File: src/rtl/traffic_intersection.sv
// Two-approach traffic controller with pedestrian walk phase and night flash mode.
// Lamp outputs are registered from the next-state decode, so they change on the same edge as the state.
module traffic_intersection #(
    parameter int GREEN_A_DELAY    = 6,
    parameter int GREEN_B_DELAY    = 4,
    parameter int MIN_GREEN        = 2,
    parameter int ORANGE_DELAY     = 1,
    parameter int RED_ORANGE_DELAY = 1,
    parameter int ALL_RED_DELAY    = 1,
    parameter int WALK_DELAY       = 3,
    parameter int FLASH_PERIOD     = 5,
    parameter int COUNTER_WIDTH    = 4
) (
    input  logic clk,
    input  logic rst,
    input  logic ped_req,
    input  logic flash_en,
    output logic red_a,
    output logic orange_a,
    output logic green_a,
    output logic red_b,
    output logic orange_b,
    output logic green_b,
    output logic walk,
    output logic ped_waiting
);

    typedef enum logic [3:0] {
        ALL_RED_1,
        ALL_RED_2,
        WALK,
        A_RED_ORANGE,
        A_GREEN,
        A_ORANGE,
        B_RED_ORANGE,
        B_GREEN,
        B_ORANGE,
        FLASH
    } state_t;

    state_t                   state, state_next;
    logic [COUNTER_WIDTH-1:0] cnt, cnt_next;
    logic                     ped_pending, ped_pending_next;
    logic                     blink, blink_next;
    logic                     from_ar2, from_ar2_next;
    logic                     ped_set, ped_any, entering;
    logic [6:0]               lamps, lamps_next;

    function automatic logic done(input logic [COUNTER_WIDTH-1:0] c, input int d);
        return c == COUNTER_WIDTH'(d - 1);
    endfunction

    always_ff @(posedge clk) begin
        if (rst) begin
            state       <= ALL_RED_2;
            cnt         <= '0;
            ped_pending <= 1'b0;
            blink       <= 1'b0;
            from_ar2    <= 1'b1;
            lamps       <= 7'b1001000;
        end else begin
            state       <= state_next;
            cnt         <= cnt_next;
            ped_pending <= ped_pending_next;
            blink       <= blink_next;
            from_ar2    <= from_ar2_next;
            lamps       <= lamps_next;
        end
    end

    always_comb begin
        ped_set       = ped_req && (state != WALK) && (state != FLASH);
        // A press arriving on the last all-red cycle still diverts into WALK.
        ped_any       = ped_pending | ped_set;
        state_next    = state;
        from_ar2_next = from_ar2;
        if (flash_en) begin
            state_next = FLASH;
        end else begin
            case (state)
                A_RED_ORANGE: if (done(cnt, RED_ORANGE_DELAY)) state_next = A_GREEN;
                A_GREEN:
                    if (done(cnt, GREEN_A_DELAY) ||
                        (ped_pending && cnt >= COUNTER_WIDTH'(MIN_GREEN - 1)))
                        state_next = A_ORANGE;
                A_ORANGE:     if (done(cnt, ORANGE_DELAY)) state_next = ALL_RED_1;
                ALL_RED_1:
                    if (done(cnt, ALL_RED_DELAY)) begin
                        from_ar2_next = 1'b0;
                        state_next    = ped_any ? WALK : B_RED_ORANGE;
                    end
                B_RED_ORANGE: if (done(cnt, RED_ORANGE_DELAY)) state_next = B_GREEN;
                B_GREEN:
                    if (done(cnt, GREEN_B_DELAY) ||
                        (ped_pending && cnt >= COUNTER_WIDTH'(MIN_GREEN - 1)))
                        state_next = B_ORANGE;
                B_ORANGE:     if (done(cnt, ORANGE_DELAY)) state_next = ALL_RED_2;
                ALL_RED_2:
                    if (done(cnt, ALL_RED_DELAY)) begin
                        from_ar2_next = 1'b1;
                        state_next    = ped_any ? WALK : A_RED_ORANGE;
                    end
                WALK:
                    if (done(cnt, WALK_DELAY))
                        state_next = from_ar2 ? A_RED_ORANGE : B_RED_ORANGE;
                FLASH:        state_next = ALL_RED_2;
                default:      state_next = ALL_RED_2;
            endcase
        end

        entering = (state_next != state);
        if (entering || (state == FLASH && done(cnt, FLASH_PERIOD)))
            cnt_next = '0;
        else
            cnt_next = cnt + 1'b1;

        if (entering && state_next == FLASH)
            blink_next = 1'b1;
        else if (state == FLASH && done(cnt, FLASH_PERIOD))
            blink_next = ~blink;
        else
            blink_next = blink;

        if (entering && (state_next == WALK || state_next == FLASH))
            ped_pending_next = 1'b0;
        else
            ped_pending_next = ped_any;
    end

    // Order: red_a, orange_a, green_a, red_b, orange_b, green_b, walk
    always_comb begin
        lamps_next = 7'b1001000;
        case (state_next)
            A_RED_ORANGE: lamps_next = 7'b1101000;
            A_GREEN:      lamps_next = 7'b0011000;
            A_ORANGE:     lamps_next = 7'b0101000;
            B_RED_ORANGE: lamps_next = 7'b1001100;
            B_GREEN:      lamps_next = 7'b1000010;
            B_ORANGE:     lamps_next = 7'b1000100;
            WALK:         lamps_next = 7'b1001001;
            FLASH:        lamps_next = {1'b0, blink_next, 2'b00, blink_next, 2'b00};
            default:      lamps_next = 7'b1001000;
        endcase
    end

    assign {red_a, orange_a, green_a, red_b, orange_b, green_b, walk} = lamps;
    assign ped_waiting = ped_pending;

endmodule

File: config.mk
export PLATFORM = sky130hd
export DESIGN_NAME = traffic_intersection
export DESIGN_NICKNAME = d
export VERILOG_FILES = /design/src/rtl/traffic_intersection.sv
export SDC_FILE = /design/constraint.sdc
export NUM_CORES = 1
export LEC_CHECK = 0
export BUFFER_PORTS_ARGS = -buffer_cell sky130_fd_sc_hd__buf_2
export CORE_MARGIN = 3
export CORE_UTILIZATION = 60
export DETAILED_ROUTE_END_ITERATION = 8
export PLACE_DENSITY = 0.88
export SLEW_MARGIN = 10
export SYNTH_ARGS = -nofsm -noshare
export SYNTH_HDL_FRONTEND = slang
export SYNTH_SLANG_ARGS = --single-unit
File: constraint.sdc
create_clock -name clk -period 3.5 [get_ports clk]
set_input_delay 0.35 -clock clk [delete_from_list [all_inputs] [get_ports clk]]
set_output_delay 0.35 -clock clk [all_outputs]
set_load 0.05 [all_outputs]
==> summary.md <==
After clock tree synthesis, the clock-pin slew on the worst setup and hold paths is 0.10 ns. The tree built by TritonCTS fans out to 18 sinks. Sort of element at the end of the critical path: a flop.

The run gives 0 as the number of antenna violations at the first check in global routing. The die is 52.7 µm wide. The fraction of final layout cells with drive strength greater than 1 was 0.178; the clock buffer count from CTS was 3. The count of cell types in the netlist is 54. For the highest achievable clock rate, the log shows 0.421 GHz. The worst relative slew slack was 0.577. The tools report the cell at the root of the clock tree as sky130_fd_sc_hd__clkbuf_4. Yosys mapped a number of flops with a built-in enable equal to 0.

By count the netlist is led by sky130_fd_sc_hd__nor2_1 (19), sky130_fd_sc_hd__dfxtp_1 (18), sky130_fd_sc_hd__inv_1 (12). From bottom edge to top edge, the die measures 52.7 µm. The final hold violation count was 0. The most common cell in the synthesized netlist is sky130_fd_sc_hd__nor2_1.

By area the synthesized netlist is led by sky130_fd_sc_hd__dfxtp_1 (28%), sky130_fd_sc_hd__nor2_1 (5.4%), sky130_fd_sc_hd__ha_1 (4.8%). The run gives 3080 µm as the routed wire length. TritonCTS built the clock tree.

The total standard cell area after synthesis was 1310 µm². The logs give 1 for the H-tree depth and 2020 µm² for the placeable core region. The critical path goes through nor4bb_1, nand2_1, o21a_1, a221o_1, nand2b_4, nor3_1. Reg-to-reg endpoint: lamps[4]$_SDFF_PP0_.

The ratio of total power to cell area was 349 nW/µm². Setup repair after global routing left no endpoint under its margin. The worst hold path belongs to the class in -> reg. The clock insertion delay at the later pin of the skew report was 0.30 ns; the part of the power in combinational logic was 0.258.

The fraction of synthesized cell area taken by the top area cell type is 0.275, and the detailed-route DRC error count is 0. The capture endpoint of the worst hold path is ped_waiting$_SDFF_PP0_. The max-cap check violation count is 0, and the largest net degree at the start of global routing is 21.

The sequential share of power is 0.477, and the buffer levels on the longest clock path is 2. The shortest clock period the worst path allows after layout was 2.38 ns; the number of storage elements in the synthesis netlist was 18. The number of warnings printed during yosys synthesis is 0, and the estimated wirelength of the detail-placed design is 2350 µm. Post-synthesis instance total: 156. The run finished with clean final reports. The largest individual stage delay along the critical path comes from the cell sky130_fd_sc_hd__dfxtp_1. For the count of fill cells added during filler insertion, the log shows 172. Grouping stages by cell kind, the critical path spends the most delay in simple AND/OR/NAND/NOR gates.

After detailed routing, the average wire length per cell comes to 16.2 µm. The final-report max-slew violation count was 0. The synthesized area per cell was 8.39 µm². The critical path contains buffers and inverters numbering 0 combined. The critical path is of the reg -> reg type. For the worst setup path, the data required time is 3.72 ns. The post-CTS setup repair buffer count is 0, and the number of buffer cells added on primary ports is 11. The register-to-register setup slack is 1.12 ns, and the number of DRC violations after detailed-routing iteration 0 is 62. Setup total negative slack on the finished layout was measured at 0 ns. The number of vias per cell is 6.28.

In this run the power spent charging and discharging nets is 0.000160 W. The peak supply drop was 0.000305 V; the reported leakage power was 0.552 nW. After floorplanning, the core was divided into 16 placement rows. The number of gates resized after CTS came out at 0. The detailed-routing iteration count for the pre-antenna-repair pass is 4, and the clock network fraction of design power is 0.265. The number of global-route vias before repair is 1104.

The total instance count after detailed placement was 186. The period utilization works out to 0.679. Path length in cells of the critical path: 6. The cell depth of the worst min-delay path was 2; the synthesis-to-layout area growth was 5.93%. The number of cells on the worst reg-to-reg path is 6. The die covers 2780 µm². At the worst endpoint, the arrival time is 2.59 ns. At the pin with the least slew margin, the transition time is 0.633 ns. After the last flow step, the layout net total stands at 173. The proportion of synthesized flip-flops having asynchronous set or reset is 0.

The run gives 0.275 as the register area share after synthesis. The total global-route track usage was 0.258. The tools report the number of failing setup endpoints in the final timing report as 0. The worst setup path is launched from a flop.

The count of nets left with antenna violations after detail routing is 0. The tools report the diode insertion count for antenna repair as 0. The beginning of the worst register-to-register path was state[1]$_SDFF_PP0_. Routability-driven placement finished with a final weighted congestion of 1.01. The setup skew after layout is 0.00866 ns. The share of total power consumed by net switching was 0.331.

The largest stage delay on the critical path works out to 0.74 ns. In this run the count of I/O pins placed on the die edge is 12. Across all layers, the routed design uses 1194 vias.

For this run the aggregate overflow at the end of global routing stands at 0. For the design internal power, the log shows 0.000323 W. The post-synthesis net count was 165; the non-filler instance count after layout was 190.

The first global-routing pass estimated 5300 µm of wire. Of all nets on the critical path, the largest fanout is 20. The synthesized design spends more area on one cell type than any other, namely sky130_fd_sc_hd__dfxtp_1. The run gives 0.647 as the starting utilization of the core area.

The tools report the startpoint of the tightest hold check path as rst. In this run, post-CTS hold repair placed 0 buffers. For this run, the leading register cell type out of synthesis is sky130_fd_sc_hd__dfxtp_1.
metal layers:
layer  GRT usage  share of wire
met1       0.349           0.44
met2       0.424           0.48
met3      0.0171          0.057
met4      0.0979          0.020
met5           0              0
kinds of logic (layout without fill, tap and decap cells):
logic type / Yosys count / after routing / synth area share
AND/OR/NAND/NOR: 66 / 66 / 0.312
AO/OA/AOI/OAI: 41 / 41 / 0.252
buffers and inverters: 20 / 27 / 0.0707
flip-flops: 18 / 18 / 0.275
adder cells (fa/ha/maj): 5 / 5 / 0.0478
XOR/XNOR: 4 / 4 / 0.0268
multiplexers: 2 / 2 / 0.0153
placed cells by master, fill, tap and decap left out, types with 3 or more instances in the layout:
| cell type | instances |
|---|---|
| sky130_fd_sc_hd__nor2_1 | 19 |
| sky130_fd_sc_hd__a21oi_1 | 6 |
| sky130_fd_sc_hd__clkbuf_4 | 3 |
| sky130_fd_sc_hd__or3_1 | 3 |
| sky130_fd_sc_hd__dfxtp_1 | 18 |
| sky130_fd_sc_hd__ha_1 | 5 |
| sky130_fd_sc_hd__xnor2_1 | 3 |
| sky130_fd_sc_hd__nand2_1 | 11 |
| sky130_fd_sc_hd__nand2b_1 | 3 |
| sky130_fd_sc_hd__inv_1 | 12 |
| sky130_fd_sc_hd__o21ai_0 | 11 |
| sky130_fd_sc_hd__nor3_1 | 5 |
| sky130_fd_sc_hd__nand3_1 | 5 |
| sky130_fd_sc_hd__buf_2 | 11 |
power groups by stage:
stage,Sequential (W),Combinational (W),Clock (W)
global route,0.000233,0.000136,0.000133
global placement,0.000235,0.000121,0
finish,0.000231,0.000125,0.000128
CTS,0.000230,0.000124,0.000127
floorplan,0.000245,0.0000876,0
detailed placement,0.000235,0.000123,0
worst reg2reg max path: cells and delay by family, from the launching register on:
kind | cells | cell delay, ns
DFF | 1 | 0.74
AOI/OAI and AO/OA | 2 | 0.52
and+or+nand+nor | 4 | 1.04
stage by stage:
step | hold slack (ns) | area (µm²) | power [W] | util | worst slack (ns)
after global placement | 0.457 | 1350 | 0.000356 | 0.668 | 1.27
final | 0.308 | 1390 | 0.000484 | 0.686 | 1.12
after CTS | 0.309 | 1390 | 0.000481 | 0.686 | 1.19
after global routing | 0.324 | 1390 | 0.000501 | 0.686 | 0.929
after floorplan | 0.422 | 1310 | 0.000332 | - | 1.42
after detailed placement | 0.476 | 1350 | 0.000358 | 0.668 | 1.21
how the worst max path moves through the flow:
stage / from / endpoint / slack, ns
2_1_floorplan: cnt[0]$_SDFF_PP0_ / lamps[3]$_SDFF_PP1_ / 1.42
3_3_place_gp: cnt[0]$_SDFF_PP0_ / lamps[5]$_SDFF_PP0_ / 1.27
3_5_place_dp: state[1]$_SDFF_PP0_ / lamps[4]$_SDFF_PP0_ / 1.21
4_1_cts: state[1]$_SDFF_PP0_ / lamps[4]$_SDFF_PP0_ / 1.19
5_1_grt: state[1]$_SDFF_PP0_ / lamps[4]$_SDFF_PP0_ / 0.93
6_report: state[1]$_SDFF_PP0_ / lamps[4]$_SDFF_PP0_ / 1.12
registers in the layout, indices dropped and copies added, names as in the netlist:
register / cells
blink: 1
cnt: 4
ped_waiting: 1
from_ar2: 1
lamps: 7
state: 4
layout make-up:
| cell class | instances | area (µm²) | area share |
|---|---|---|---|
| flip-flops and latches | 18 | 360 | 0.260 |
| clock buffers | 4 | 36.3 | 0.0262 |
| repair buffers | 11 | 55.1 | 0.0397 |
| well taps | 27 | 33.8 | 0.0244 |
| inverters | 12 | 45.0 | 0.0325 |
| multi-input cells | 118 | 856 | 0.617 |
Note: power is estimated with default switching activity, not from simulation.
